[src/rtl/pipeline_hazard_ctrl_pkg.sv]
// Shared types and defaults for the LEGv8 hazard/stall sequencer.
// The FSM state encoding and the control-bundle presets live here.
package pipeline_hazard_ctrl_pkg;

  localparam int REG_W_DEF       = 5;
  localparam int XZR_IDX_DEF     = 31;
  localparam int MEM_TIMEOUT_DEF = 16;

  typedef enum logic [1:0] {
    ST_RUN      = 2'd0,
    ST_MEM_WAIT = 2'd1,
    ST_MEM_ERR  = 2'd2
  } state_e;

  typedef struct packed {
    logic pc_write;
    logic ifid_write;
    logic ifid_flush;
    logic idex_bubble;
    logic exmem_flush;
    logic pipe_freeze;
  } ctrl_t;

  localparam ctrl_t CTRL_ADVANCE = '{pc_write: 1'b1, ifid_write: 1'b1, default: 1'b0};
  localparam ctrl_t CTRL_STALL   = '{idex_bubble: 1'b1, default: 1'b0};
  localparam ctrl_t CTRL_FREEZE  = '{pipe_freeze: 1'b1, default: 1'b0};
  localparam ctrl_t CTRL_RESET   = '{ifid_flush: 1'b1, idex_bubble: 1'b1, exmem_flush: 1'b1,
                                     default: 1'b0};
  localparam ctrl_t CTRL_BRANCH  = '{pipe_freeze: 1'b0, default: 1'b1};

  // Branch beats load-use: the dependent instruction is being flushed anyway.
  function automatic ctrl_t resolve_ctrl(input logic branch_taken, input logic load_use);
    if (branch_taken)  return CTRL_BRANCH;
    else if (load_use) return CTRL_STALL;
    else               return CTRL_ADVANCE;
  endfunction

endpackage

[src/rtl/pipeline_hazard_ctrl_sat_counter.sv]
// Saturating up-counter with synchronous clear, used for hazard perf counters
// (instantiated only when HAZARD_PERF_CNT_EN is defined).
module pipeline_hazard_ctrl_sat_counter #(
  parameter int CNT_W = 32
) (
  input  logic             clk,
  input  logic             clear_i,
  input  logic             inc_i,
  output logic [CNT_W-1:0] cnt_o
);

  logic [CNT_W-1:0] cnt_q;

  always_ff @(posedge clk) begin
    if (clear_i) begin
      cnt_q <= '0;
    end else if (inc_i && (cnt_q != '1)) begin
      cnt_q <= cnt_q + CNT_W'(1);
    end
  end

  assign cnt_o = cnt_q;

endmodule

[src/rtl/pipeline_hazard_ctrl.sv]
// Hazard/stall sequencer for the 5-stage LEGv8 pipe: load-use bubbles, memory
// freeze with timeout, branch flush. Optional perf counters via HAZARD_PERF_CNT_EN.
module pipeline_hazard_ctrl
  import pipeline_hazard_ctrl_pkg::*;
#(
  parameter int REG_W       = REG_W_DEF,
  parameter int XZR_IDX     = XZR_IDX_DEF,
  parameter int MEM_TIMEOUT = MEM_TIMEOUT_DEF
`ifdef HAZARD_PERF_CNT_EN
  ,
  parameter int CNT_W       = 32
`endif
) (
  input  logic             clk,
  input  logic             Reset,
  input  logic [REG_W-1:0] Rn_De,
  input  logic [REG_W-1:0] Rm_De,
  input  logic             UsesRm_De,
  input  logic [REG_W-1:0] Rd_Ex,
  input  logic             MemRead_Ex,
  input  logic             BranchTaken_Me,
  input  logic             DMemReq_Me,
  input  logic             DMemReady,
  output logic             PCWrite,
  output logic             IFID_Write,
  output logic             IFID_Flush,
  output logic             IDEX_Bubble,
  output logic             EXMEM_Flush,
  output logic             PipeFreeze,
  output logic             MemError
`ifdef HAZARD_PERF_CNT_EN
  ,
  output logic [CNT_W-1:0] LoadUseCnt,
  output logic [CNT_W-1:0] FreezeCnt,
  output logic [CNT_W-1:0] FlushCnt
`endif
);

  localparam int              WC_W    = $clog2(MEM_TIMEOUT) + 1;
  localparam logic [WC_W-1:0] WC_LAST = WC_W'(MEM_TIMEOUT - 1);

  state_e          state_q, state_d;
  logic [WC_W-1:0] wait_cnt_q, wait_cnt_d;
  logic            mem_err_q, mem_err_d;
  logic            load_use;
  ctrl_t           ctrl;

  assign load_use = MemRead_Ex && (Rd_Ex != REG_W'(XZR_IDX)) &&
                    ((Rd_Ex == Rn_De) || (UsesRm_De && (Rd_Ex == Rm_De)));

  // NOTE: every signal written here gets a default first, so no path can infer a latch.
  always_comb begin
    ctrl       = CTRL_ADVANCE;
    state_d    = state_q;
    wait_cnt_d = wait_cnt_q;
    mem_err_d  = mem_err_q;

    unique case (state_q)
      ST_RUN: begin
        if (DMemReq_Me && !DMemReady) begin
          ctrl       = CTRL_FREEZE;
          wait_cnt_d = WC_W'(1);
          state_d    = ST_MEM_WAIT;
        end else begin
          ctrl = resolve_ctrl(BranchTaken_Me, load_use);
        end
      end
      ST_MEM_WAIT: begin
        if (!DMemReady) begin
          ctrl = CTRL_FREEZE;
          if (wait_cnt_q == WC_LAST) begin
            state_d   = ST_MEM_ERR;
            mem_err_d = 1'b1;
          end else begin
            wait_cnt_d = wait_cnt_q + WC_W'(1);
          end
        end else begin
          ctrl       = resolve_ctrl(BranchTaken_Me, load_use);
          state_d    = ST_RUN;
          wait_cnt_d = '0;
        end
      end
      ST_MEM_ERR: ctrl = CTRL_FREEZE;
      default:    state_d = ST_RUN;
    endcase

    if (!Reset) begin
      ctrl = CTRL_RESET;
    end
  end

  // NOTE: sequential state uses non-blocking assignments so all registers update together.
  always_ff @(posedge clk) begin
    if (!Reset) begin
      state_q    <= ST_RUN;
      wait_cnt_q <= '0;
      mem_err_q  <= 1'b0;
    end else begin
      state_q    <= state_d;
      wait_cnt_q <= wait_cnt_d;
      mem_err_q  <= mem_err_d;
    end
  end

  assign PCWrite     = ctrl.pc_write;
  assign IFID_Write  = ctrl.ifid_write;
  assign IFID_Flush  = ctrl.ifid_flush;
  assign IDEX_Bubble = ctrl.idex_bubble;
  assign EXMEM_Flush = ctrl.exmem_flush;
  assign PipeFreeze  = ctrl.pipe_freeze;
  assign MemError    = Reset && mem_err_q;

`ifdef HAZARD_PERF_CNT_EN
  // Reset drives flush+bubble too, so it must be masked out of the event decode.
  logic lu_evt, fl_evt;
  assign lu_evt = Reset && IDEX_Bubble && !IFID_Flush;
  assign fl_evt = Reset && IFID_Flush;

  pipeline_hazard_ctrl_sat_counter #(.CNT_W(CNT_W)) u_lu_cnt (
    .clk(clk), .clear_i(!Reset), .inc_i(lu_evt), .cnt_o(LoadUseCnt)
  );
  pipeline_hazard_ctrl_sat_counter #(.CNT_W(CNT_W)) u_fz_cnt (
    .clk(clk), .clear_i(!Reset), .inc_i(PipeFreeze), .cnt_o(FreezeCnt)
  );
  pipeline_hazard_ctrl_sat_counter #(.CNT_W(CNT_W)) u_fl_cnt (
    .clk(clk), .clear_i(!Reset), .inc_i(fl_evt), .cnt_o(FlushCnt)
  );
`endif

endmodule

[config.mk]
export PLATFORM = sky130hd
export DESIGN_NAME = pipeline_hazard_ctrl
export DESIGN_NICKNAME = d
export VERILOG_FILES = /design/src/rtl/pipeline_hazard_ctrl_pkg.sv /design/src/rtl/pipeline_hazard_ctrl_sat_counter.sv /design/src/rtl/pipeline_hazard_ctrl.sv
export SDC_FILE = /design/constraint.sdc
export NUM_CORES = 1
export LEC_CHECK = 0
export CORE_ASPECT_RATIO = 1.1
export CORE_UTILIZATION = 39
export DETAILED_ROUTE_END_ITERATION = 10
export GPL_ROUTABILITY_DRIVEN = 0
export PLACE_DENSITY = 0.73
export SYNTH_ARGS = -nofsm -noshare
export SYNTH_HDL_FRONTEND = slang
export SYNTH_SLANG_ARGS = --single-unit
[constraint.sdc]
create_clock -name clk -period 2.4 [get_ports clk]
set_clock_uncertainty 0.2 [all_clocks]
set_input_delay 0.48 -clock clk [delete_from_list [all_inputs] [get_ports clk]]
set_output_delay 0.48 -clock clk [all_outputs]
set_load 0.01 [all_outputs]
==> flow_summary.html <==
<table>
<tr><th>Metric</th><th>Value</th></tr>
<tr><th colspan="2">Clock tree</th></tr>
<tr><td>TritonCTS clock tree</td><td>built</td></tr>
<tr><td>Num CTS Buffers</td><td>3</td></tr>
<tr><td>Number of clock sinks seen by CTS</td><td>8</td></tr>
<tr><td>Library cell used as clock root buffer</td><td>clkbuf_4</td></tr>
<tr><td>Clock buffer depth</td><td>2</td></tr>
<tr><td>Clock-pin slew of the registers on the worst-case setup and hold paths</td><td>60 ps</td></tr>
<tr><td>Level count of the clock H-tree</td><td>1</td></tr>
<tr><td>Clock latency at the later pin of the worst-skew pair</td><td>250 ps</td></tr>
<tr><th colspan="2">Synth</th></tr>
<tr><td>Mean instance size in the synthesized netlist</td><td>7.88 um2</td></tr>
<tr><td>Number of flops mapped to enable cells by yosys</td><td>0</td></tr>
<tr><td>Share of synthesized registers carrying an async set or reset</td><td>0%</td></tr>
<tr><td>Total of flip-flops plus latches after synthesis</td><td>8</td></tr>
<tr><td>Main flop type after synthesis</td><td>dfxtp_1</td></tr>
<tr><td>Largest area contributor in the netlist</td><td>dfxtp_1</td></tr>
<tr><td>Top post-synthesis cells by count</td><td>9 x xor2_1, 8 x dfxtp_1, 7 x a21oi_1</td></tr>
<tr><td>Sequential fraction of the synthesis area</td><td>26.1%</td></tr>
<tr><td>Share of synthesized cell area in full adder, half adder and majority cells</td><td>about 4.1%</td></tr>
<tr><td>Area share of xor/xnor cells in the synthesized design</td><td>14.3%</td></tr>
<tr><td>Synthesized netlist net count</td><td>between 100 and 150</td></tr>
<tr><td>Synth top area share</td><td>26.1%</td></tr>
<tr><td>Largest family of logic cells by synthesized area</td><td>compound AO/OA/AOI/OAI gates</td></tr>
<tr><td>Post-synthesis instance area</td><td>~610 um2</td></tr>
<tr><td>Distinct cells, synth</td><td>31</td></tr>
<tr><td>YS warnings</td><td>0</td></tr>
<tr><td>Gate Count Post-Synth</td><td>78</td></tr>
<tr><td>Post-synthesis mux area share</td><td>0%</td></tr>
<tr><td>Most frequent cell after synthesis</td><td>xor2_1</td></tr>
<tr><td>Area fraction in compound gates after synthesis</td><td>26.9%</td></tr>
<tr><td>Ranking of synthesized cells by area</td><td>dfxtp_1 26%, xor2_1 13%, a21oi_1 5.7%</td></tr>
<tr><td>Synthesized-area fraction occupied by and/or/nand/nor cells</td><td>about 22%</td></tr>
<tr><th colspan="2">Layout</th></tr>
<tr><td>Nets</td><td>144</td></tr>
<tr><td>Layout Utilization</td><td>70.5%</td></tr>
<tr><td>Number of antenna diodes</td><td>0</td></tr>
<tr><td>Filler instances</td><td>roughly 130</td></tr>
<tr><td>Share of post-route cells with drive strength above 1</td><td>30.5%</td></tr>
<tr><td>Area growth from synthesis to layout</td><td>62.9%</td></tr>
<tr><th colspan="2">Routing</th></tr>
<tr><td>Number of antenna-violating nets in the routed design</td><td>0</td></tr>
<tr><td>DRC viols</td><td>0</td></tr>
<tr><td>Count of routing violations after the opening detailed-route iteration</td><td>9</td></tr>
<tr><td>Mean number of vias per cell</td><td>between 5 and 6</td></tr>
<tr><td>Routed vias</td><td>722</td></tr>
<tr><td>Wire length per cell after detailed routing</td><td>12.9 um</td></tr>
<tr><td>Total routed wirelength</td><td>1740 um</td></tr>
<tr><td>Count of TritonRoute iterations in the first routing pass</td><td>4</td></tr>
<tr><th colspan="2">Place</th></tr>
<tr><td>Detailed Place HPWL</td><td>1370 um</td></tr>
<tr><td>Number of port buffers</td><td>28</td></tr>
<tr><th colspan="2">Die</th></tr>
<tr><td>Starting density of the core</td><td>a little over two fifths</td></tr>
<tr><td>Core Rows</td><td>14</td></tr>
<tr><td>Top-level I/O count</td><td>29</td></tr>
<tr><td>Die height</td><td>43.6 um</td></tr>
<tr><td>Overall die width</td><td>39.8 um</td></tr>
<tr><td>Area of the core</td><td>~1400 um2</td></tr>
<tr><td>Die footprint</td><td>1740 um2</td></tr>
<tr><th colspan="2">Run status</th></tr>
<tr><td>Violated checks</td><td>setup timing</td></tr>
<tr><td>Result of the run</td><td>finished, violations left</td></tr>
<tr><th colspan="2">STA</th></tr>
<tr><td>Worst Hold Margin</td><td>283 ps</td></tr>
<tr><td>Final setup vio count</td><td>3</td></tr>
<tr><td>Ratio of final minimum period to clock period</td><td>102%</td></tr>
<tr><td>Max-slew headroom</td><td>80.3%</td></tr>
<tr><td>Tightest Pin Transition</td><td>294 ps</td></tr>
<tr><td>Final Hold Violating Endpoints</td><td>0</td></tr>
<tr><td>Setup repair after global routing missed its margin</td><td>yes</td></tr>
<tr><td>Worst path setup slack after routing</td><td>-53.9 ps</td></tr>
<tr><td>Slew Limit Fails</td><td>0</td></tr>
<tr><td>Peak clock frequency supported by timing</td><td>408 MHz</td></tr>
<tr><td>Final worst path period need</td><td>approximately 2500 ps</td></tr>
<tr><th colspan="2">Setup path</th></tr>
<tr><td>Cell Chain, Critical Path</td><td>buf_8 &gt; xor2_1 &gt; nor4_1 &gt; a32oi_1 &gt; buf_4 &gt; o311ai_4 &gt; buf_2</td></tr>
<tr><td>Data arrival, critical path</td><td>1770 ps</td></tr>
<tr><td>Largest stage delay on the critical path</td><td>310 ps</td></tr>
<tr><td>Slowest cell on the critical path</td><td>nor4_1</td></tr>
<tr><td>CP required</td><td>1720 ps</td></tr>
<tr><td>Setup crit end kind</td><td>output pin</td></tr>
<tr><td>Maximum fanout count along the critical path</td><td>3</td></tr>
<tr><td>Critical setup path kind</td><td>input port to output pin</td></tr>
<tr><td>Crit start category</td><td>input port</td></tr>
<tr><th colspan="2">Global routing</th></tr>
<tr><td>Largest net degree at the start of global routing</td><td>11</td></tr>
<tr><td>Initial antenna violation count</td><td>0</td></tr>
<tr><td>Total congestion overflow</td><td>0</td></tr>
<tr><td>Total GRT Usage</td><td>23.6%</td></tr>
<tr><td>Via count of the first global-routing pass</td><td>roughly 750</td></tr>
<tr><td>Wire length of the first global-routing pass</td><td>2820 um</td></tr>
<tr><th colspan="2">Power</th></tr>
<tr><td>Maximum ir drop on the vdd rail</td><td>0.189 mV</td></tr>
<tr><td>Leakage</td><td>0.462 nW</td></tr>
<tr><td>Power per unit of standard cell area</td><td>366 nW/um2</td></tr>
<tr><td>Total power after layout</td><td>366 uW</td></tr>
<tr><th colspan="2">Min path</th></tr>
<tr><td>Worst hold path type</td><td>flip-flop to flip-flop</td></tr>
<tr><th colspan="2">Flow run</th></tr>
<tr><td>Max-cap violations</td><td>0</td></tr>
</table>
[final timing paths]
kind | cells past startpoint | slack (ps) | from | end
min reg2reg | 1 | 280 | mem_err_q$_SDFFE_PN0P_ | mem_err_q$_SDFFE_PN0P_
max reg2reg | 7 | 340 | wait_cnt_q[0]$_SDFFE_PN0P_ | wait_cnt_q[3]$_SDFFE_PN0P_
min | 1 | 280 | mem_err_q$_SDFFE_PN0P_ | mem_err_q$_SDFFE_PN0P_
max | 7 | -50 | Rd_Ex[2] | IDEX_Bubble
[layer usage]
metal  wire length, um  vias up  global-route usage, %
met5                 0        -                      0
met3                71        4                   2.05
met2               983       26                   45.9
li1                  -      365                      -
met1               632      327                   21.9
met4                47        0                   13.8
[cell type report]
cell class,count,area (um2),area share (%)
sequential,8,160,16.0
multi-input combinational,61,435,43.5
tap,16,20.0,2.00
inverter,4,15.0,1.50
clock buffer,3,22.5,2.25
timing repair buffer,42,348,34.8
[logic make-up (layout without fill, tap and decap cells)]
kind of cell    Yosys count  in the layout
buf+inv                   9             49
fa+ha+maj                 2              2
xor+xnor                 10             10
flops                     8              8
compound gates           25             25
simple gates             24             24
[worst max-delay path, delay by kind of cell]
| kind | cells | cell delay, ps |
|---|---|---|
| buffers and inverters | 3 | 450 |
| AND/OR/NAND/NOR | 1 | 310 |
| XOR/XNOR | 1 | 150 |
| AO/OA/AOI/OAI | 2 | 390 |
[registers in the layout (all words and copies together), names as in the netlist]
| signal | cells |
|---|---|
| wait_cnt_q | 5 |
| state_q | 2 |
| mem_err_q | 1 |
[cell usage in the layout (no fill, tap or decap), drive strengths merged, types with 2 or more instances in the layout]
cell type and n:
buf 25, o31ai 2, nand3 3, clkdlybuf4s50 5, o21a 3, a21oi 8
nor2 5, xor2 9, ha 2, dfxtp 8, nand2b 2, or4 2
nand2 4, inv 4, a31oi 2, o21ai 4, dlymetal6s2s 2, dlygate4sd2 8
clkbuf 4, and3 4
[power by group]
| group | switching (mW) | leakage, nW | internal (mW) |
|---|---|---|---|
| clock network | 0.0449 | 0.0138 | 0.0572 |
| logic | 0.0536 | 0.383 | 0.0686 |
| registers | 0.00439 | 0.0651 | 0.138 |
| total | 0.103 | 0.462 | 0.264 |
[stage by stage]
step	setup TNS (ps)	instance area, um2	cells	setup WS [ps]
2_1_floorplan	0	614	78	146
4_1_cts	-67.4	981	134	-67.4
3_3_place_gp	-2750	970	128	-720
6_report	-98.0	1000	134	-53.9
3_5_place_dp	-3180	970	128	-891
5_1_grt	-165	1000	134	-83.4
[repair_timing]
| action | CTS | global route |
|---|---|---|
| endpoints found under the setup margin | 6 | 3 |
| endpoints found under the hold margin | 0 | 0 |
| pin swaps | 12 | 3 |
| resized for setup | 64 | 7 |
| setup buffers | 3 | 0 |
| hold buffers | 0 | 0 |
Note: power is estimated with default switching activity, not from simulation.
